[config.mk]
export PLATFORM = sky130hd
export DESIGN_NAME = branch_resolve_unit_flat
export DESIGN_NICKNAME = d
export VERILOG_FILES = /design/src/rtl/branch_resolve_if.sv /design/src/rtl/branch_resolve_unit.sv /design/src/flat_wrapper.sv
export SDC_FILE = /design/constraint.sdc
export NUM_CORES = 1
export LEC_CHECK = 0
export CAP_MARGIN = 20
export CORE_MARGIN = 2
export CORE_UTILIZATION = 35
export CTS_CLUSTER_DIAMETER = 50
export DETAILED_ROUTE_END_ITERATION = 10
export REMOVE_ABC_BUFFERS = 1
export SYNTH_ARGS = -nofsm -noshare
export SYNTH_HDL_FRONTEND = slang
export SYNTH_SLANG_ARGS = --single-unit
export TNS_END_PERCENT = 50
[constraint.sdc]
create_clock -name clk -period 5 [get_ports clk]
set_input_delay 1 -clock clk [delete_from_list [all_inputs] [get_ports clk]]
set_output_delay 1 -clock clk [all_outputs]
set_load 0.02 [all_outputs]
[src/rtl/branch_resolve_if.sv]
`default_nettype none
// +----------------------------------------------------------------------------+
// | branch_resolve_if                                                          |
// | Request/response bundle between the pipeline and branch_resolve_unit.      |
// | Optional statistics ports are present only when BR_STATS_EN is defined.    |
// | Revision: 1.0                                                              |
// +----------------------------------------------------------------------------+
interface branch_resolve_if #(
   parameter int CNT_W = 16
);
   logic [2:0]  NZP;
   logic [15:0] IR;
   logic [15:0] PC;
   logic        br_valid;
   logic        br_ready;
   logic        pc_valid;
   logic        pc_ack;
   logic        take;
   logic [15:0] target;
   logic        BEN;

   if (CNT_W < 1) begin : g_cnt_w_check
      $error("branch_resolve_if: CNT_W must be at least 1");
   end

`ifdef BR_STATS_EN
   logic [CNT_W-1:0] br_count;
   logic [CNT_W-1:0] taken_count;

   modport master (
      output NZP, IR, PC, br_valid, pc_ack,
      input  br_ready, pc_valid, take, target, BEN, br_count, taken_count
   );
   modport slave (
      input  NZP, IR, PC, br_valid, pc_ack,
      output br_ready, pc_valid, take, target, BEN, br_count, taken_count
   );
`else
   modport master (
      output NZP, IR, PC, br_valid, pc_ack,
      input  br_ready, pc_valid, take, target, BEN
   );
   modport slave (
      input  NZP, IR, PC, br_valid, pc_ack,
      output br_ready, pc_valid, take, target, BEN
   );
`endif
endinterface
`default_nettype wire

[src/rtl/branch_resolve_unit.sv]
`default_nettype none
// +----------------------------------------------------------------------------+
// | branch_resolve_unit                                                        |
// | Three-state BR resolver: capture IR/PC/NZP, evaluate BEN and target,       |
// | hold the result until acknowledged. Optional macro: BR_STATS_EN adds       |
// | saturating br_count/taken_count statistics.                                |
// | Revision: 1.0                                                              |
// +----------------------------------------------------------------------------+
module branch_resolve_unit #(
   parameter int CNT_W = 16
) (
   input logic             clk,
   input logic             rst,
   branch_resolve_if.slave bus
);
   typedef enum logic [1:0] {
      S_IDLE = 2'd0,
      S_EVAL = 2'd1,
      S_RESP = 2'd2
   } state_t;

   state_t      r_state;
   logic [15:0] r_ir;
   logic [15:0] r_pc;
   logic [2:0]  r_nzp;
   logic [15:0] r_target;
   logic        r_ben;
   logic        r_take;
   logic        r_pc_valid;

   logic        w_ben;
   logic [15:0] w_br_target;

   if (CNT_W < 1) begin : g_cnt_w_check
      $error("branch_resolve_unit: CNT_W must be at least 1");
   end

   // Only opcode 0000 (BR) can branch; the nzp field masks the captured flags.
   always_comb begin
      w_ben       = (r_ir[15:12] == 4'b0000) && (|(r_ir[11:9] & r_nzp));
      w_br_target = r_pc + {{7{r_ir[8]}}, r_ir[8:0]};
   end

   always_ff @(posedge clk or posedge rst) begin
      if (rst) begin
         r_state    <= S_IDLE;
         r_ir       <= 16'h0000;
         r_pc       <= 16'h0000;
         r_nzp      <= 3'b000;
         r_target   <= 16'h0000;
         r_ben      <= 1'b0;
         r_take     <= 1'b0;
         r_pc_valid <= 1'b0;
      end else begin
         case (r_state)
            S_IDLE: begin
               if (bus.br_valid) begin
                  r_ir    <= bus.IR;
                  r_pc    <= bus.PC;
                  r_nzp   <= bus.NZP;
                  r_state <= S_EVAL;
               end
            end
            S_EVAL: begin
               r_ben      <= w_ben;
               r_take     <= w_ben;
               r_target   <= w_ben ? w_br_target : r_pc;
               r_pc_valid <= 1'b1;
               r_state    <= S_RESP;
            end
            S_RESP: begin
               if (bus.pc_ack) begin
                  r_pc_valid <= 1'b0;
                  r_take     <= 1'b0;
                  r_state    <= S_IDLE;
               end
            end
            default: begin
               r_state <= S_IDLE;
            end
         endcase
      end
   end

   assign bus.br_ready = (r_state == S_IDLE);
   assign bus.pc_valid = r_pc_valid;
   assign bus.take     = r_take;
   assign bus.target   = r_target;
   assign bus.BEN      = r_ben;

`ifdef BR_STATS_EN
   logic [CNT_W-1:0] r_br_count;
   logic [CNT_W-1:0] r_taken_count;

   // Counted on the acknowledge edge so an aborted resolution never counts.
   always_ff @(posedge clk or posedge rst) begin
      if (rst) begin
         r_br_count    <= '0;
         r_taken_count <= '0;
      end else if ((r_state == S_RESP) && bus.pc_ack) begin
         if (r_br_count != '1) begin
            r_br_count <= r_br_count + 1'b1;
         end
         if (r_take && (r_taken_count != '1)) begin
            r_taken_count <= r_taken_count + 1'b1;
         end
      end
   end

   assign bus.br_count    = r_br_count;
   assign bus.taken_count = r_taken_count;
`endif
endmodule
`default_nettype wire
[src/flat_wrapper.sv]
// flat-port wrapper written by rule: the top's interface ports become plain ports
module branch_resolve_unit_flat 
#(
   parameter int CNT_W = 16
)
  (clk, rst, bus_NZP, bus_IR, bus_PC, bus_br_valid, bus_pc_ack, bus_br_ready, bus_pc_valid, bus_take, bus_target, bus_BEN);
  branch_resolve_if #(.CNT_W(CNT_W)) bus_i ();
  input logic clk;
  input logic rst;
  input wire logic [$bits(bus_i.NZP)-1:0] bus_NZP;
  input wire logic [$bits(bus_i.IR)-1:0] bus_IR;
  input wire logic [$bits(bus_i.PC)-1:0] bus_PC;
  input wire logic [$bits(bus_i.br_valid)-1:0] bus_br_valid;
  input wire logic [$bits(bus_i.pc_ack)-1:0] bus_pc_ack;
  output wire logic [$bits(bus_i.br_ready)-1:0] bus_br_ready;
  output wire logic [$bits(bus_i.pc_valid)-1:0] bus_pc_valid;
  output wire logic [$bits(bus_i.take)-1:0] bus_take;
  output wire logic [$bits(bus_i.target)-1:0] bus_target;
  output wire logic [$bits(bus_i.BEN)-1:0] bus_BEN;
  assign bus_i.NZP = bus_NZP;
  assign bus_i.IR = bus_IR;
  assign bus_i.PC = bus_PC;
  assign bus_i.br_valid = bus_br_valid;
  assign bus_i.pc_ack = bus_pc_ack;
  assign bus_br_ready = bus_i.br_ready;
  assign bus_pc_valid = bus_i.pc_valid;
  assign bus_take = bus_i.take;
  assign bus_target = bus_i.target;
  assign bus_BEN = bus_i.BEN;
  branch_resolve_unit #(.CNT_W(CNT_W)) u_core (.clk(clk), .rst(rst), .bus(bus_i));
endmodule
**Yosys cells after proc, flatten, opt, wreduce, memory -nomap -nowiden**

Index checks and enable logic that the tools add are counted.

- Bits in registers: 56
- Input bits: 39
- Output and inout bits: 20
- Logic and storage cells: 29

- $add $sub $neg: 1
- Eq/ne operators: 4
- Mux-type cells: 7
- Bitwise logic cells: 1
- Reductions and logical operators: 8

Operators with widths:

| operator | number |
|---|---|
| $add A16 B16 Y16 | 1 |
| $mux W16 | 1 |
| $pmux W2 S3 | 1 |
| $reduce_and A2 Y1 | 3 |
| $logic_not A4 Y1 | 1 |
| $mux W2 | 2 |
| $ne A2 B2 Y1 const B | 2 |
| $pmux W1 S2 | 2 |
| $and A3 B3 Y3 | 1 |
| $reduce_or A3 Y1 | 1 |
| $eq A2 B1 Y1 const B | 1 |
| $eq A2 B2 Y1 const B | 1 |
| $logic_not A2 Y1 | 1 |
| $reduce_bool A2 Y1 | 1 |
| $logic_and A1 B1 Y1 | 1 |
| $mux W1 | 1 |

**Depth between registers and ports, before layout**

- Word-level depth: 4
- Mapped depth: 9
- Mapped depth without buffers: 9

**Worst setup path before layout**

Ideal clock, no wire load.

- Kind: register -> register
- From: register u_core.r_ir[8]
- To: register u_core.r_target[15], in the netlist u_core.bus.target[15]
- Setup time: 82 ps
- Arrival time: 2,207 ps
- Data required time: 4,918 ps
- Path slack: 2,711 ps
- Stages on the path, launching flop included: 9
- Path buffers: 0
- Period minus slack after synthesis: 2,289 ps
- Path through: dfrtp_1 -> ha_1 -> and2_1 -> a221o_1 -> a31oi_1 -> a21oi_2 -> xnor2_1 -> or3_1 -> a31oi_1

- Word-level cells in the longest chain between the ends: 2

RTL lines:

| what | line | source |
|---|---|---|
| start: declaration | branch_resolve_unit.sv:23 | `logic [15:0] r_ir;` |
| start signal: assignment | branch_resolve_unit.sv:58 | `r_ir <= bus.IR;` |
| $add A16 B16 Y16 | branch_resolve_unit.sv:41 | `w_br_target = r_pc + {{7{r_ir[8]}}, r_ir[8:0]};` |
| $mux W16 | branch_resolve_unit.sv:67 | `r_target <= w_ben ? w_br_target : r_pc;` |
| end signal: assignment | branch_resolve_unit.sv:67 |  |
| end: declaration | branch_resolve_unit.sv:26 | `logic [15:0] r_target;` |

No other way between the ends.
A chain may end at the register's enable or synchronous reset.

**Worst setup path after layout**

Same ends and word-level chain as after synthesis.

==> metrics <==
final period utilization 0.513; initial core utilization 0.357; layout cells sized above 1 0.156; DRC violations left 0; reg2reg end u_core.bus.target[15]; largest net degree at the start of global routing 57; CTS clk-pin slew, worst paths 0.10 ns; IO buf count 58; final WL between 5000 and 6000 microns; FF+latch count, synth 56; Worst Hold Launch u_core.bus.BEN; DR WL/cell ~14 microns; power density cells between 700 and 800 mW/mm^2; commonest non-fill, non-tap cell in the layout clkdlybuf4s50_1; setup TNS 0 ns; Place WS roughly 2.5 ns; Tmin final ~2.6 ns; via count 2160; FMAX a little under 400 MHz; number of buffers created by CTS 5; CTS tree yes; Post-Syn Area per Cell 10.8 sq um; CTS resizes 0; Synth cell types 39; relative slew slack 0.514; LEAKAGE about 1.6 nW; Syn Inst Count approximately 270; DRT Pass-1 Iters 4; Die H around 95 microns; register area share after synthesis 0.483; Final WS setup approximately 2.4 ns; status complete, no violations; root buf cell clkbuf_8; FF-to-FF setup slack 2.44 ns; Clock Sinks 56; Vias/cell approximately 5.0; die span in x approximately 95 microns; Setup Viol. Count Final 0; Clock Tree Buf Depth 2; predominant post-synthesis flop cell dfrtp_1; Hold Path Stages 2; CP peak stage delay between 0.5 and 0.6 ns; CP Launch Type flop; die area between 0.009 and 0.01 sq mm; actual slew at the worst max-slew pin approximately 0.73 ns; GPL Wtd Cong 0.837; Worst-Skew Late Latency 0.31 ns; crit path max-delay cell type dfrtp_1; class of the worst hold path flop to flop; post-DP HPWL between 4000 and 5000 microns; n_diodes 0; antenna violations before repair 0; Total GRT Usage 0.146; Crit Path Max Fanout 9; Layout Skew ~0.0066 ns; ordered cell list for the critical path ha_1, and2_1, a221o_1, a31oi_1, a21oi_2, xnor2_1, or3_1, a31oi_1; Max Cap Viol 0; worst path arrival time between 2 and 3 ns; FFs w/ async S/R, synth 1.00; crit path kind flop to flop; core area between 0.008 and 0.009 sq mm; Final Hold Viols 0; worst path required time between 5 and 6 ns; first-pass GRT wire length a little over 10000 microns; unrepaired setup endpoints after global routing false; I/O pin cnt 59; Top cell by count, worst path a31oi_1; GRT Residual Overflow 0; Post-CTS Setup Bufs 0; synth warn 0; area grow syn2layout 28.2%; Post-synth EDFFs 0; FF-to-FF path depth 8; Routed Antenna Nets 0; worst IR drop on VDD 212 uV; FP Rows 33; WHS Endpoint u_core.bus.BEN; reg2reg start u_core.r_ir[8]; Setup crit end kind flop; commonest cells after routing, fill and taps aside clkdlybuf4s50_1 (58), dfrtp_1 (56), mux2_2 (35); Post-Synthesis Cell Area a little under 0.003 sq mm; hold buffers post-CTS 0; number of max-slew violations in the final report 0; Final nets roughly 380; initial DRC count 75; vias in the first global route 2111; CTS H-tree depth 2
-- critical path: cells and delay by family (launching register included) --
kind	cells	cell delay [ns]
compound gates	4	0.86
flops	1	0.58
simple gates	2	0.53
fa+ha+maj	1	0.36
xor+xnor	1	0.15
-- sequential cells by signal, indices dropped and copies added (netlist names) --
signal               cells
u_core.bus.target       16
u_core.r_ir             16
u_core.r_pc             16
u_core.r_nzp             3
u_core.r_state           2
u_core.bus.BEN           1
u_core.bus.pc_valid      1
u_core.bus.take          1
-- worst max-delay path by stage --
stage,start,to,cells after the start
after global routing,u_core.r_ir[8],u_core.bus.target[15],8
after detailed placement,u_core.r_ir[8],u_core.bus.target[15],8
final,u_core.r_ir[8],u_core.bus.target[15],8
after floorplan,bus_br_valid,u_core.r_ir[0],2
after CTS,u_core.r_ir[8],u_core.bus.target[15],8
after global placement,bus_br_valid,u_core.r_pc[0],4
-- Yosys cell counts, drive strengths merged (2+ instances only) --
library cell   n  share of area
xnor2          9          0.027
a211oi         3         0.0078
nand2         33          0.043
a21o           6          0.016
a21oi         18          0.032
ha            15          0.065
o21ai         13          0.022
xor2           3         0.0091
inv            5         0.0065
and3           2         0.0043
dfrtp         56           0.48
and2           3         0.0065
o211ai         3          0.011
a31oi         13          0.028
nand2b         4         0.0086
clkbuf         4         0.0052
nand3          3         0.0052
nor2          18          0.023
buf            6          0.012
mux2          35           0.14
-- stage by stage --
stage	power, mW	area (sq um)	cells	util	hold slack [ns]
final	2.79	3720	432	0.458	0.497
after global routing	3.05	3720	432	0.458	0.541
after CTS	2.81	3720	432	0.458	0.502
after detailed placement	2.46	3590	425	0.442	0.478
after global placement	2.44	3590	425	0.442	0.469
after floorplan	2.01	2850	258	-	0.481
-- routing by layer --
metal | wire length (microns) | up-vias | track usage | share of wire
met5 | 0 | - | 0 | 0
met4 | 85 | 0 | 0.0435 | 0.014
met3 | 235 | 7 | 0.0292 | 0.039
met2 | 2590 | 48 | 0.229 | 0.43
met1 | 3080 | 1028 | 0.205 | 0.51
li1 | - | 1077 | - | -
-- area by class of cell --
class | instances | area (sq um)
well taps | 105 | 131
clock buffers | 5 | 68.8
repair buffers | 62 | 611
inverters | 5 | 18.8
fillers | 778 | 4410
multi-input cells | 197 | 1430
clock inverters | 2 | 60.1
flip-flops and latches | 56 | 1400
-- logic make-up after synthesis --
family	Yosys count	share of synthesized area
AND/OR/NAND/NOR	67	0.100
multiplexers	35	0.136
flip-flops	56	0.483
AO/OA/AOI/OAI	67	0.149
buffers and inverters	15	0.0241
XOR/XNOR	12	0.0362
adder cells (fa/ha/maj)	16	0.0716
-- power breakdown --
group / total (mW) / switching [mW] / internal, mW
clock: 0.344 / 0.147 / 0.197
sequential: 0.850 / 0.170 / 0.679
combinational: 1.60 / 0.811 / 0.788
total: 2.79 / 1.13 / 1.66
Power figures use the tool's default switching activity.
